**src/rtl/uart_pkg.sv**
```systemverilog
// Shared UART types and constants.
// Used by the receive FSM and its testbench.
package uart_pkg;

  localparam int   UART_DATA_BITS  = 8;
  localparam logic UART_IDLE_LEVEL = 1'b1;

  typedef enum logic [2:0] {
    IDLE,
    START,
    DATA,
    STOP,
    WAIT_HIGH
  } uart_rx_state_t;

endpackage

```
**src/rtl/uart_rx_fifo.sv**
```systemverilog
// Show-ahead receive byte FIFO.
// Push while full only lands when a pop frees the head slot.
module uart_rx_fifo #(
  parameter int FIFO_DEPTH = 4
) (
  input  logic                          i_clk,
  input  logic                          i_reset,
  input  logic                          i_push,
  input  logic [7:0]                    i_wdata,
  input  logic                          i_pop,
  output logic [7:0]                    o_data,
  output logic                          o_valid,
  output logic [$clog2(FIFO_DEPTH):0]   o_level,
  output logic                          o_full
);

  localparam int AW = $clog2(FIFO_DEPTH);

  logic [7:0]    mem [FIFO_DEPTH];
  logic [AW-1:0] wptr;
  logic [AW-1:0] rptr;
  logic [AW:0]   count;
  logic          pop_ok;
  logic          push_ok;

  assign o_valid = (count != '0);
  assign o_full  = (count == (AW+1)'(FIFO_DEPTH));
  assign o_level = count;
  assign o_data  = o_valid ? mem[rptr] : 8'h00;
  assign pop_ok  = i_pop && o_valid;
  assign push_ok = i_push && (!o_full || pop_ok);

  always_ff @(posedge i_clk) begin
    if (push_ok) mem[wptr] <= i_wdata;
  end

  always_ff @(posedge i_clk) begin
    if (i_reset) begin
      wptr  <= '0;
      rptr  <= '0;
      count <= '0;
    end else begin
      if (push_ok) wptr <= wptr + 1'b1;
      if (pop_ok)  rptr <= rptr + 1'b1;
      unique case ({push_ok, pop_ok})
        2'b10:   count <= count + 1'b1;
        2'b01:   count <= count - 1'b1;
        default: count <= count;
      endcase
    end
  end

endmodule

```
**src/rtl/uart_rx.sv**
```systemverilog
// UART 8N1 receiver: pin synchronizer, deframing FSM,
// sticky error flags and a receive FIFO on a valid/ready stream.
module uart_rx
  import uart_pkg::*;
#(
  parameter int CLKS_PER_BIT = 434,
  parameter int FIFO_DEPTH   = 4
) (
  input  logic                        i_clk,
  input  logic                        i_reset,
  input  logic                        i_uart_rx,
  output logic [7:0]                  o_data,
  output logic                        o_valid,
  input  logic                        i_ready,
  output logic [$clog2(FIFO_DEPTH):0] o_level,
  output logic                        o_frame_err,
  output logic                        o_overrun,
  input  logic                        i_clr_err
);

  localparam int CW = $clog2(CLKS_PER_BIT);
  localparam logic [CW-1:0] HALF = CW'(CLKS_PER_BIT/2 - 1);
  localparam logic [CW-1:0] LAST = CW'(CLKS_PER_BIT - 1);

  logic                      rx_m;
  logic                      rx_s;
  uart_rx_state_t            state;
  logic [CW-1:0]             cnt;
  logic [2:0]                bidx;
  logic [UART_DATA_BITS-1:0] sh;
  logic                      stop_tick;
  logic                      push;
  logic                      pop;
  logic                      full;
  logic                      ferr_set;
  logic                      ovr_set;

  always_ff @(posedge i_clk) begin
    if (i_reset) begin
      rx_m <= UART_IDLE_LEVEL;
      rx_s <= UART_IDLE_LEVEL;
    end else begin
      rx_m <= i_uart_rx;
      rx_s <= rx_m;
    end
  end

  assign stop_tick = (state == STOP) && (cnt == LAST);
  assign push      = stop_tick && (rx_s == UART_IDLE_LEVEL);
  assign ferr_set  = stop_tick && (rx_s != UART_IDLE_LEVEL);
  assign pop       = o_valid && i_ready;
  assign ovr_set   = push && full && !pop;

  always_ff @(posedge i_clk) begin
    if (i_reset) begin
      state <= IDLE;
      cnt   <= '0;
      bidx  <= '0;
      sh    <= '0;
    end else begin
      cnt <= cnt + 1'b1;
      unique case (state)
        IDLE: begin
          cnt <= '0;
          if (rx_s != UART_IDLE_LEVEL) state <= START;
        end
        START: begin
          if (cnt == HALF) begin
            cnt   <= '0;
            bidx  <= '0;
            state <= (rx_s == UART_IDLE_LEVEL) ? IDLE : DATA;
          end
        end
        DATA: begin
          if (cnt == LAST) begin
            cnt  <= '0;
            sh   <= {rx_s, sh[UART_DATA_BITS-1:1]};
            bidx <= bidx + 1'b1;
            if (bidx == 3'd7) state <= STOP;
          end
        end
        STOP: begin
          if (cnt == LAST) begin
            cnt   <= '0;
            state <= (rx_s == UART_IDLE_LEVEL) ? IDLE : WAIT_HIGH;
          end
        end
        WAIT_HIGH: begin
          cnt <= '0;
          if (rx_s == UART_IDLE_LEVEL) state <= IDLE;
        end
        default: begin
          cnt   <= '0;
          state <= IDLE;
        end
      endcase
    end
  end

  // Set beats clear when both land in the same cycle.
  always_ff @(posedge i_clk) begin
    if (i_reset) begin
      o_frame_err <= 1'b0;
      o_overrun   <= 1'b0;
    end else begin
      if (ferr_set)       o_frame_err <= 1'b1;
      else if (i_clr_err) o_frame_err <= 1'b0;
      if (ovr_set)        o_overrun   <= 1'b1;
      else if (i_clr_err) o_overrun   <= 1'b0;
    end
  end

  uart_rx_fifo #(
    .FIFO_DEPTH (FIFO_DEPTH)
  ) u_fifo (
    .i_clk   (i_clk),
    .i_reset (i_reset),
    .i_push  (push),
    .i_wdata (sh),
    .i_pop   (pop),
    .o_data  (o_data),
    .o_valid (o_valid),
    .o_level (o_level),
    .o_full  (full)
  );

endmodule

```
**config.mk**
```make
export PLATFORM = sky130hd
export DESIGN_NAME = uart_rx
export DESIGN_NICKNAME = d
export VERILOG_FILES = /design/src/rtl/uart_pkg.sv /design/src/rtl/uart_rx_fifo.sv /design/src/rtl/uart_rx.sv
export SDC_FILE = /design/constraint.sdc
export NUM_CORES = 1
export LEC_CHECK = 0
export BUFFER_PORTS_ARGS = -buffer_cell sky130_fd_sc_hd__buf_4
export CAP_MARGIN = 5
export CORE_UTILIZATION = 55
export CTS_CLUSTER_SIZE = 20
export DETAILED_ROUTE_END_ITERATION = 8
export GPL_TIMING_DRIVEN = 0
export PLACE_DENSITY = 0.72
export REMOVE_ABC_BUFFERS = 1
export SYNTH_ARGS = -nofsm -noshare
export SYNTH_HDL_FRONTEND = slang
export SYNTH_SLANG_ARGS = --single-unit
export TNS_END_PERCENT = 50
```
**constraint.sdc**
```tcl
create_clock -name i_clk -period 2.8 [get_ports i_clk]
set_clock_uncertainty 0.05 [all_clocks]
set_input_delay 0.42 -clock i_clk [delete_from_list [all_inputs] [get_ports i_clk]]
set_output_delay 0.42 -clock i_clk [all_outputs]
set_load 0.005 [all_outputs]
```
==> flow_summary.ini <==
[status]
status = finished clean

[placement]
dpl_cell_area_sq_um = 3092
gp_routability_congestion = 0.7803
hpwl_um = 2950
io_buffers = 18

[logic_synthesis]
synth_ff_type = dfxtp_1
yosysWarningCount = 0
synth_top_family_by_area = simple AND/OR/NAND/NOR gates
yosysSeqAreaShare_pct = 57.61
synthXorXnorAreaFrac_pct = 3.601
synthCells = 232
synthAdderAreaFrac_pct = 4.972
synth_seq_cells = 68
async_flop_share_pct = 0
synth-simple-area-share_pct = 17.27
postSynthAreaPerCell_sq_um = 12.58
synth_edf_count = 32
yosysUniqueCellTypes = 46
synthMuxAreaShare_pct = 9.258
syn_area_sq_um = 2919
synth_compound_area_share_pct = 3.901

[power_and_ir_drop]
switching_share_pct = 19.15
p_per_area_nw_per_um2 = 545.1
power.leakage_nw = 1.138
combPwrFrac_pct = 1.1
seqPwrFrac_pct = 57.8
power_switching_mw = 0.3428
cellInternalPower_mw = 1.447
vdd_drop_max_uv = 329.1
clkPwrFrac_pct = 41.1

[timing]
tightest_slew_ns = 0.6844
drv_slew = 0
max_freq_mhz = 375.5
hold_violations = 0
period_needed_ns = 2.663
setup_viol = 0
slew_headroom_pct = 54.23
fin_crit_sh_pct = 95.12

[clock_tree]
cts_tree = built
cts.path.max_buffers = 2
cts-htree-levels = 3
root_buffer = clkbuf_8
cts.sinks = 68
numCtsBuffers = 9
clock_latency_ns = 0.33
clk_pin_slew_ns = 0.06

[worst_setup_path]
critPathKind = reg2reg
rrSetupSlack_ns = 0.14
crit_path_end = u_fifo.o_level[2]
rr_endpoint = u_fifo.o_level[2]
reg2regPathDepth = 12
r2r-start = cnt[1]
start_kind = flop
critPathMaxFanout = 5
crit_arrival_ns = 2.87
cp.required_ns = 3.01
endpoint_kind = flop
startpoint = cnt[1]

[global_routing]
grt_max_degree = 31
antenna_found_initial = 0
grt_pass1_vias = 1618
grt_pass1_wl_um = 7314
overflow = 0
grt_usage_pct = 18.26

[job]
cap_violations = 0

[detailed_routing]
drcViolationCount = 0
dr.pass1.iters = 4
detail-route-antenna-nets = 0
vias_per_cell = 5.290
vias = 1735
drt_wl_total_um = 4414
drt-initial-drc-count = 85
wire_per_inst_um = 13.46

[die]
initial_core_util_pct = 57.15
core_area_sq_um = 5107
fp-row-count = 26
die-area_sq_um = 5603
die_x_um = 74.85
io_pins = 19
die_y_um = 74.85

[finish]
design_area_sq_um = 3284
syn_to_final_growth_pct = 12.52
layout-drive-gt1-share_pct = 19.77
final_util_pct = 64.31
nets = 269
fillers = 394
diodes = 0

[min_path]
hp-class = in2reg
==> cells in the final DEF, fill, tap and decap left out, types with 5 or more instances in the layout <==
cell / instances
xor2_1: 6
dfxtp_1: 35
and2_1: 13
xnor2_1: 6
clkbuf_8: 9
buf_4: 18
edfxtp_1: 32
mux2i_1: 9
mux4_2: 8
nand3_1: 5
nor2_1: 29
a21oi_1: 6
ha_1: 9
inv_1: 13
==> cell usage after synthesis (2+ instances only) <==
cell | instances | share of area (%)
nor2_1 | 29 | 3.7
a31oi_1 | 2 | 0.43
o21ai_1 | 2 | 0.34
nand2_1 | 2 | 0.26
or3_1 | 4 | 0.86
nand3_1 | 5 | 0.86
nor2b_1 | 2 | 0.43
o21ai_0 | 2 | 0.34
and4b_1 | 2 | 0.69
or2_2 | 2 | 0.43
a21oi_1 | 6 | 1.0
o41ai_1 | 3 | 0.90
edfxtp_1 | 32 | 33
nand4b_1 | 2 | 0.60
and3_1 | 2 | 0.43
and4bb_2 | 2 | 0.86
clkbuf_1 | 4 | 0.51
ha_1 | 10 | 4.3
nor3b_1 | 4 | 1.0
xor2_1 | 6 | 1.8
xnor2_1 | 6 | 1.8
and2_1 | 14 | 3.0
mux2i_1 | 9 | 3.1
inv_1 | 13 | 1.7
nor3_1 | 3 | 0.51
dfxtp_1 | 36 | 25
mux4_2 | 8 | 6.2
nand2b_1 | 2 | 0.43
==> stage by stage <==
stage	hold WS, ns	TNS (ns)	power, mW	cells	setup slack [ns]
final	0.2310	0	1.790	328	0.1367
after global routing	0.2149	-0.005946	1.847	328	-0.005946
after CTS	0.2144	0	1.805	328	0.08509
after detailed placement	0.3588	0	1.077	312	0.01586
after global placement	0.3432	0	1.076	312	0.07161
after floorplan	0.3395	0	1.064	224	0.2720
==> sequential cells by signal, indices dropped and copies added (netlist names), named ones only <==
signal	cells
bidx	3
state	3
rx_m	1
sh	8
u_fifo.wptr	2
cnt	9
u_fifo.o_level	3
o_frame_err	1
u_fifo.mem	32
u_fifo.rptr	2
o_overrun	1
rx_s	1
==> timing repair <==
| item | 4_1_cts | 5_1_grt |
|---|---|---|
| setup endpoints to repair | 0 | 1 |
| buffers inserted | 0 | 0 |
| gates resized for setup | 0 | 5 |
| hold buffers | 0 | 0 |
==> area by class of cell <==
type	instances	area (sq um)	area share, %
flip-flops and latches	68	1683	51.24
inverters	13	48.80	1.486
repair buffers	18	135.1	4.114
clock inverters	4	43.79	1.333
multi-input cells	143	1151	35.05
clock buffers	12	135.1	4.114
well taps	70	87.58	2.667
==> power groups by stage <==
stage          Clock, mW  Sequential, mW  Combinational (mW)
2_1_floorplan          0            1.06             0.00752
4_1_cts            0.750            1.04              0.0193
3_5_place_dp           0            1.06              0.0192
6_report           0.735            1.04              0.0193
3_3_place_gp           0            1.06              0.0189
5_1_grt            0.790            1.04              0.0216
==> layer usage <==
| metal | share of wire (%) | global-route usage (%) | wire length (um) |
|---|---|---|---|
| met5 | 0 | 0 | 0 |
| met4 | 2.2 | 10.69 | 95 |
| met3 | 2.6 | 4.016 | 113 |
| met2 | 45 | 28.53 | 1971 |
| met1 | 51 | 23.52 | 2234 |
==> worst min-delay path by stage <==
| stage | end | cells after the start | from | slack (ns) |
|---|---|---|---|---|
| floorplan | rx_s | 1 | rx_m | 0.34 |
| global placement | rx_s | 1 | rx_m | 0.34 |
| detailed placement | rx_s | 1 | rx_m | 0.36 |
| CTS | rx_m | 2 | i_uart_rx | 0.21 |
| global route | rx_m | 2 | i_uart_rx | 0.21 |
| finish | rx_m | 2 | i_uart_rx | 0.23 |
==> critical path: stages (launching register included) <==
cell	delay (ns)
dfxtp_2	0.33
inv_1	0.05
ha_1	0.19
and4bb_2	0.26
and2_4	0.18
and4b_2	0.27
inv_1	0.07
ha_2	0.18
inv_1	0.05
fa_1	0.37
xor2_1	0.15
or3_1	0.30
a21oi_1	0.14
==> cells by family after synthesis <==
| family | Yosys count |
|---|---|
| AO/OA/AOI/OAI | 18 |
| XOR/XNOR | 12 |
| adder cells (fa/ha/maj) | 11 |
| buffers and inverters | 21 |
| flip-flops | 68 |
| multiplexers | 17 |
| AND/OR/NAND/NOR | 85 |
Power figures use the tool's default switching activity.
